## src/rtl/fhe_op_sequencer_pkg.sv

```systemverilog
// Shared types for the FHE op sequencer: op payload, mode encoding, FSM states.
package fhe_op_sequencer_pkg;

  typedef enum logic [2:0] {
    NO_OP        = 3'd0,
    OP_CT_CT_ADD = 3'd1,
    OP_CT_PT_ADD = 3'd2,
    OP_CT_PT_MUL = 3'd3,
    OP_CT_CT_MUL = 3'd4
  } mode_t;

  typedef struct packed {
    mode_t      mode;
    logic [3:0] idx0;
    logic [3:0] idx1;
    logic [3:0] idx2;
    logic [3:0] idx3;
    logic [3:0] out0;
    logic [3:0] out1;
  } operation;

  localparam int unsigned OP_W            = $bits(operation);
  localparam int unsigned DEF_DEPTH       = 4;
  localparam int unsigned DEF_ADD_TIMEOUT = 64;
  localparam int unsigned DEF_MUL_TIMEOUT = 500;

  typedef enum logic [1:0] {
    IDLE   = 2'd0,
    ISSUE  = 2'd1,
    WAIT   = 2'd2,
    SETTLE = 2'd3
  } seq_state_t;

  function automatic logic is_mul_mode(input mode_t m);
    return (m == OP_CT_PT_MUL) || (m == OP_CT_CT_MUL);
  endfunction

endpackage

```

## src/rtl/fhe_op_sequencer_if.sv

```systemverilog
// Host request channel and cpu issue channel of the sequencer.
interface fhe_op_sequencer_if;
  import fhe_op_sequencer_pkg::*;

  logic     req_valid;
  logic     req_ready;
  operation req_op;
  operation cpu_op;
  logic     cpu_done;

  // master: host + cpu environment; slave: the sequencer
  modport master (output req_valid, output req_op, output cpu_done,
                  input  req_ready, input  cpu_op);
  modport slave  (input  req_valid, input  req_op, input  cpu_done,
                  output req_ready, output cpu_op);
endinterface

```

## src/rtl/fhe_op_sequencer_op_fifo.sv

```systemverilog
// Synchronous op FIFO with occupancy count; push is dropped when full.
module fhe_op_sequencer_op_fifo
  import fhe_op_sequencer_pkg::*;
#(
  parameter int unsigned DEPTH = DEF_DEPTH
) (
  input  logic                     clk,
  input  logic                     reset,
  input  logic                     push,
  input  operation                 wr_data,
  input  logic                     pop,
  output operation                 rd_data,
  output logic                     full,
  output logic                     empty,
  output logic [$clog2(DEPTH):0]   count
);

  localparam int unsigned AW = $clog2(DEPTH);
  localparam int unsigned CW = AW + 1;

  operation        mem [DEPTH];
  logic [AW-1:0]   wr_ptr;
  logic [AW-1:0]   rd_ptr;
  logic            do_push;
  logic            do_pop;

  assign full    = (count == CW'(DEPTH));
  assign empty   = (count == '0);
  assign do_push = push && !full;
  assign do_pop  = pop && !empty;
  assign rd_data = mem[rd_ptr];

  // storage carries no reset; only entries between the pointers are ever read
  always_ff @(posedge clk) begin
    if (do_push) mem[wr_ptr] <= wr_data;
  end

  always_ff @(posedge clk) begin
    if (reset) begin
      wr_ptr <= '0;
      rd_ptr <= '0;
      count  <= '0;
    end else begin
      if (do_push) wr_ptr <= wr_ptr + AW'(1);
      if (do_pop)  rd_ptr <= rd_ptr + AW'(1);
      unique case ({do_push, do_pop})
        2'b10:   count <= count + CW'(1);
        2'b01:   count <= count - CW'(1);
        default: count <= count;
      endcase
    end
  end

endmodule

```

## src/rtl/fhe_op_sequencer.sv

```systemverilog
// Issues buffered FHE ops to the cpu one at a time: pulse, wait for done/timeout, settle.
module fhe_op_sequencer
  import fhe_op_sequencer_pkg::*;
#(
  parameter int unsigned DEPTH       = DEF_DEPTH,
  parameter int unsigned ADD_TIMEOUT = DEF_ADD_TIMEOUT,
  parameter int unsigned MUL_TIMEOUT = DEF_MUL_TIMEOUT
) (
  input  logic                     clk,
  input  logic                     reset,
  fhe_op_sequencer_if.slave        bus,
  input  logic                     err_clear,
  output logic                     busy,
  output logic                     timeout_err,
  output logic [$clog2(DEPTH):0]   fifo_count,
  output logic [15:0]              ops_done
);

  localparam int unsigned CNT_W = $clog2(MUL_TIMEOUT + 1);

  seq_state_t       state;
  seq_state_t       next_state;
  operation         head;
  operation         cur_op;
  operation         hold_op;
  logic             full;
  logic             empty;
  logic             pop;
  logic             issue_start;
  logic             done_hit;
  logic             timeout_hit;
  logic [CNT_W-1:0] cnt;
  logic [CNT_W-1:0] limit_m1;

  fhe_op_sequencer_op_fifo #(.DEPTH(DEPTH)) u_op_fifo (
    .clk     (clk),
    .reset   (reset),
    .push    (bus.req_valid),
    .wr_data (bus.req_op),
    .pop     (pop),
    .rd_data (head),
    .full    (full),
    .empty   (empty),
    .count   (fifo_count)
  );

  assign bus.req_ready = !full;
  assign busy          = (state != IDLE) || (fifo_count != '0);
  assign limit_m1      = is_mul_mode(cur_op.mode) ? CNT_W'(MUL_TIMEOUT - 1)
                                                  : CNT_W'(ADD_TIMEOUT - 1);

  // cpu sees the operands of the current op with mode forced to NO_OP outside ISSUE
  always_comb begin
    hold_op      = cur_op;
    hold_op.mode = NO_OP;
  end

  // next-state and control strobes
  always_comb begin
    next_state  = state;
    pop         = 1'b0;
    issue_start = 1'b0;
    done_hit    = 1'b0;
    timeout_hit = 1'b0;
    unique case (state)
      IDLE: begin
        if (!empty) begin
          pop = 1'b1;
          if (head.mode != NO_OP) begin
            issue_start = 1'b1;
            next_state  = ISSUE;
          end
        end
      end
      ISSUE: next_state = WAIT;
      WAIT: begin
        if (bus.cpu_done) begin
          done_hit   = 1'b1;
          next_state = SETTLE;
        end else if (cnt == limit_m1) begin
          timeout_hit = 1'b1;
          next_state  = SETTLE;
        end
      end
      SETTLE:  next_state = IDLE;
      default: next_state = IDLE;
    endcase
  end

  always_ff @(posedge clk) begin
    if (reset) begin
      state <= IDLE;
    end else begin
      state <= next_state;
    end
  end

  // op latch, registered cpu output, wait counter, status
  always_ff @(posedge clk) begin
    if (reset) begin
      cur_op      <= '0;
      bus.cpu_op  <= '0;
      cnt         <= '0;
      timeout_err <= 1'b0;
      ops_done    <= '0;
    end else begin
      if (issue_start) begin
        cur_op     <= head;
        bus.cpu_op <= head;
      end else begin
        bus.cpu_op <= hold_op;
      end

      if (state == ISSUE) begin
        cnt <= '0;
      end else if (state == WAIT && !bus.cpu_done && cnt != {CNT_W{1'b1}}) begin
        cnt <= cnt + CNT_W'(1);
      end

      if (timeout_hit) begin
        timeout_err <= 1'b1;
      end else if (err_clear) begin
        timeout_err <= 1'b0;
      end

      if (done_hit) ops_done <= ops_done + 16'd1;
    end
  end

endmodule

```

## src/flat_wrapper.sv

```systemverilog
// flat-port wrapper written by rule: the top's interface ports become plain ports
module fhe_op_sequencer_flat import fhe_op_sequencer_pkg::*;
#(
  parameter int unsigned DEPTH       = DEF_DEPTH,
  parameter int unsigned ADD_TIMEOUT = DEF_ADD_TIMEOUT,
  parameter int unsigned MUL_TIMEOUT = DEF_MUL_TIMEOUT
)
  (clk, reset, err_clear, busy, timeout_err, fifo_count, ops_done, bus_req_valid, bus_req_op, bus_cpu_done, bus_req_ready, bus_cpu_op);
  fhe_op_sequencer_if bus_i ();
  input  logic clk;
  input  logic reset;
  input  logic err_clear;
  output logic busy;
  output logic timeout_err;
  output logic [$clog2(DEPTH):0] fifo_count;
  output logic [15:0] ops_done;
  input wire logic [$bits(bus_i.req_valid)-1:0] bus_req_valid;
  input wire logic [$bits(bus_i.req_op)-1:0] bus_req_op;
  input wire logic [$bits(bus_i.cpu_done)-1:0] bus_cpu_done;
  output wire logic [$bits(bus_i.req_ready)-1:0] bus_req_ready;
  output wire logic [$bits(bus_i.cpu_op)-1:0] bus_cpu_op;
  assign bus_i.req_valid = bus_req_valid;
  assign bus_i.req_op = bus_req_op;
  assign bus_i.cpu_done = bus_cpu_done;
  assign bus_req_ready = bus_i.req_ready;
  assign bus_cpu_op = bus_i.cpu_op;
  fhe_op_sequencer #(.DEPTH(DEPTH), .ADD_TIMEOUT(ADD_TIMEOUT), .MUL_TIMEOUT(MUL_TIMEOUT)) u_core (.clk(clk), .reset(reset), .bus(bus_i), .err_clear(err_clear), .busy(busy), .timeout_err(timeout_err), .fifo_count(fifo_count), .ops_done(ops_done));
endmodule
```

## config.mk

```make
export PLATFORM = sky130hd
export DESIGN_NAME = fhe_op_sequencer_flat
export DESIGN_NICKNAME = d
export VERILOG_FILES = /design/src/rtl/fhe_op_sequencer_pkg.sv /design/src/rtl/fhe_op_sequencer_if.sv /design/src/rtl/fhe_op_sequencer_op_fifo.sv /design/src/rtl/fhe_op_sequencer.sv /design/src/flat_wrapper.sv
export SDC_FILE = /design/constraint.sdc
export NUM_CORES = 1
export LEC_CHECK = 0
export CAP_MARGIN = 15
export CORE_MARGIN = 8
export CORE_UTILIZATION = 35
export DETAILED_ROUTE_END_ITERATION = 10
export HOLD_SLACK_MARGIN = 0.15
export PLACE_DENSITY = 0.57
export SETUP_SLACK_MARGIN = 0.15
export SLEW_MARGIN = 30
export SYNTH_ARGS = -nofsm -noshare
export SYNTH_HDL_FRONTEND = slang
export SYNTH_SLANG_ARGS = --single-unit
export TNS_END_PERCENT = 20
```

## constraint.sdc

```tcl
create_clock -name clk -period 2.8 [get_ports clk]
set_input_delay 0.42 -clock clk [delete_from_list [all_inputs] [get_ports clk]]
set_output_delay 0.42 -clock clk [all_outputs]
set_load 0.005 [all_outputs]
```

==> impl_results.md <==
- Outcome: finished clean
- Startpoint types: register
- Root Driver: clkbuf_16
- TritonCTS Buffers: 17
- Synth unique cells: about 40
- Worst slew pin tran: 678.5 ps
- Pre-antenna DRT Iters: 4
- Mapped cell area: approximately 0.0073 mm^2
- Total track usage: 0.1153
- Synth Register Bits: ~200
- Max_cap viols: 0
- Number of port buffers: 80
- EDFF count, synth: roughly 110
- Global-route wire length before repair: roughly 23 mm
- Layout cells sized above 1: 0.1914
- Final WS setup: 526.8 ps
- Final Max Slew Viols: 0
- Syn Nets: 544
- Slowest CP cell: dfxtp_1
- Peak Freq: about 0.44 GHz
- Number of global-route vias before repair: about 4400
- Clock slew at reported path FFs: around 80 ps
- Final Setup Violations: 0
- Critical path arrival: between 2000 and 3000 ps
- Sum Neg Setup Slack: 0 ps
- Detail Route Antenna Nets: 0
- Clock tree buffer depth: 2
- HPWL Detailed: between 9 and 10 mm
- Routed via count: between 4000 and 5000
- Final core occ: 0.4408
- Antenna violations before repair: 0
- Detailed Route WL: ~14 mm
- RSZ-0062 raised after global routing: false
- Dpl ws: 358.5 ps
- Setup crit end kind: register
- Area grow syn2layout: 25.29%
- Largest net degree at the start of global routing: 27
- Yosys warns: 0
- Die footprint: 0.02574 mm^2
- Ys async rst share: 0
- Filler cell count: 1867
- Rows: 53
- Final Hold Vio Count: 0
- N_diodes: 0
- Rel. slew slack: 0.5413
- Pwr Total: around 8.6 mW
- Hold slack: ~440 ps
- Crit path required time: ~3200 ps
- Initial drt markers: 221
- Clk sinks: slightly below 200
- Via/cell ratio: 4.699
- GR Overflow Total: 0
- Synthesized area per cell: 14.61 um^2
- Initial core utilization: 0.3519
- CTS tree: built
- Seq/Total Area, Yosys: 0.6935
- Clk_lat worst skew: about 430 ps
- RD Place Congestion: around 0.73
- Clock skew: approximately 13 ps
- PD cells: 936.8 mW/mm^2
- DR DRC count: 0
- Pleak: 3.062 nW
- Predominant post-synthesis flop cell: edfxtp_1
- Critical Path Fanout Max: 7
- Critical Setup Path Class: register to register
- Core footprint: 0.02076 mm^2
- Die Wd: ~160 um
- Cells after synthesis: 500
- Crit share post-route: 0.8119
- Worst VDD drop: between 0.0004 and 0.0005 V
- Slowest stage delay, CP: around 350 ps
- # IOs: between 80 and 90
- WL per Instance: around 16 um
- Layout Nets: around 640
- Die height: approximately 160 um
- Hold crit path type: input pin to register
- # resized after CTS: 0
- H-tree depth: 4
- Hold_buf cts: 0
- Post-CTS setup buffers: 0
- Worst-path cell chain: nor3_1, nand2b_1, clkinv_1, ha_1, inv_1, fa_1, xor2_1, or3_1, a21oi_1
- Min Tclk post-route: ~2300 ps
[state kept, by name, summed over array words and instances (netlist names), named ones only]
| name | flops |
|---|---|
| u_core.bus.cpu_op | 27 |
| u_core.cnt | 9 |
| u_core.cur_op | 27 |
| u_core.ops_done | 16 |
| u_core.state | 2 |
| u_core.timeout_err | 1 |
| u_core.u_op_fifo.count | 3 |
| u_core.u_op_fifo.mem | 108 |
| u_core.u_op_fifo.rd_ptr | 2 |
| u_core.u_op_fifo.wr_ptr | 2 |
[final cells by class]
type                       count  area (um^2)  area share
clock inverter                15        230.2     0.02516
inverter                      12        45.04    0.004923
sequential                   199         5066      0.5537
multi-input combinational    271         2091      0.2285
clock buffer                  17        425.4     0.04649
tap                          275        344.1     0.03760
timing repair buffer          92        948.4      0.1037
[stage by stage]
stage,instance area (um^2),cells
2_1_floorplan,7303,500
3_3_place_gp,8494,849
3_5_place_dp,8494,849
4_1_cts,9150,881
5_1_grt,9150,881
6_report,9150,881
[synth_stat cells, types with 2 or more instances]
cell type  instances  area (um^2)
ha_1              11        137.6
dfxtp_1           91         1822
mux2i_1            3        30.03
inv_1             11        41.29
nand2b_1           6        37.54
and2_1             5        31.28
xor2_1            15        131.4
buf_2              2        10.01
edfxtp_1         108         3243
or3_1              4        25.02
o21ai_0            6        30.03
nand3_1           11        55.05
nand2_1           57        214.0
or2_2              2        12.51
nor2_1            37        138.9
a21oi_2           20        175.2
nor4_1             2        12.51
buf_1              2        7.510
nor3_1             4        20.02
xnor2_1           10        87.58
and3_1             6        37.54
a21oi_1           15        75.07
clkbuf_1          10        37.54
nand4_1            6        37.54
buf_6              2        22.52
nand2_2           13        81.33
mux4_2            27        608.1
[logic make-up (layout without fill, tap and decap cells)]
kind of cell / after synthesis / in the layout / synth area share
DFF: 199 / 199 / 0.6935
and+or+nand+nor: 158 / 158 / 0.1023
AOI/OAI and AO/OA: 46 / 46 / 0.04369
muxes: 30 / 30 / 0.08737
buffers and inverters: 30 / 136 / 0.02159
xor gates and xnor gates: 25 / 25 / 0.02998
adders and majority gates: 12 / 12 / 0.02159
[power by group]
group,switching (mW),internal (mW)
clock,1.27,1.34
sequential,0.211,3.58
combinational,1.12,1.04
[routing by layer]
layer,part of all wire,GRT usage,vias to the layer above
li1,-,-,1985
met1,0.42,0.1305,2067
met2,0.52,0.2016,79
met3,0.047,0.03865,9
met4,0.011,0.03653,0
met5,0,0,-
[cell usage in the layout, fill, tap and decap left out, types with 10 or more instances in the layout]
cell | netlist | final
a21oi_1 | 15 | 15
clkbuf_16 | 0 | 17
mux4_2 | 27 | 27
dfxtp_1 | 91 | 90
clkdlybuf4s50_1 | 0 | 79
inv_1 | 11 | 11
xor2_1 | 15 | 15
a21oi_2 | 20 | 20
nand2_2 | 13 | 13
edfxtp_1 | 108 | 108
xnor2_1 | 10 | 10
ha_1 | 11 | 11
nand3_1 | 11 | 11
nand2_1 | 57 | 57
nor2_1 | 37 | 36
[critical path, delay by kind of cell, from the launching register on]
| family | cells | cell delay (ps) |
|---|---|---|
| xor+xnor | 1 | 70 |
| simple gates | 3 | 840 |
| compound gates | 1 | 160 |
| fa+ha+maj | 2 | 460 |
| flops | 1 | 350 |
| buf+inv | 2 | 320 |
[worst paths after layout]
path                                          startpoint  slack (ps)                                     end  depth (start not counted)
hold / removal                                     reset         440         u_core.ops_done[2]$_SDFFE_PP0P_                          2
hold reg to reg            u_core.cur_op[9]$_SDFFE_PP0P_         460           u_core.cur_op[9]$_SDFFE_PP0P_                          2
setup / recovery  u_core.u_op_fifo.count[0]$_SDFFE_PP0P_         530  u_core.u_op_fifo.count[2]$_SDFFE_PP0P_                          9
setup reg to reg  u_core.u_op_fifo.count[0]$_SDFFE_PP0P_         530  u_core.u_op_fifo.count[2]$_SDFFE_PP0P_                          9
Power figures use the tool's default switching activity.
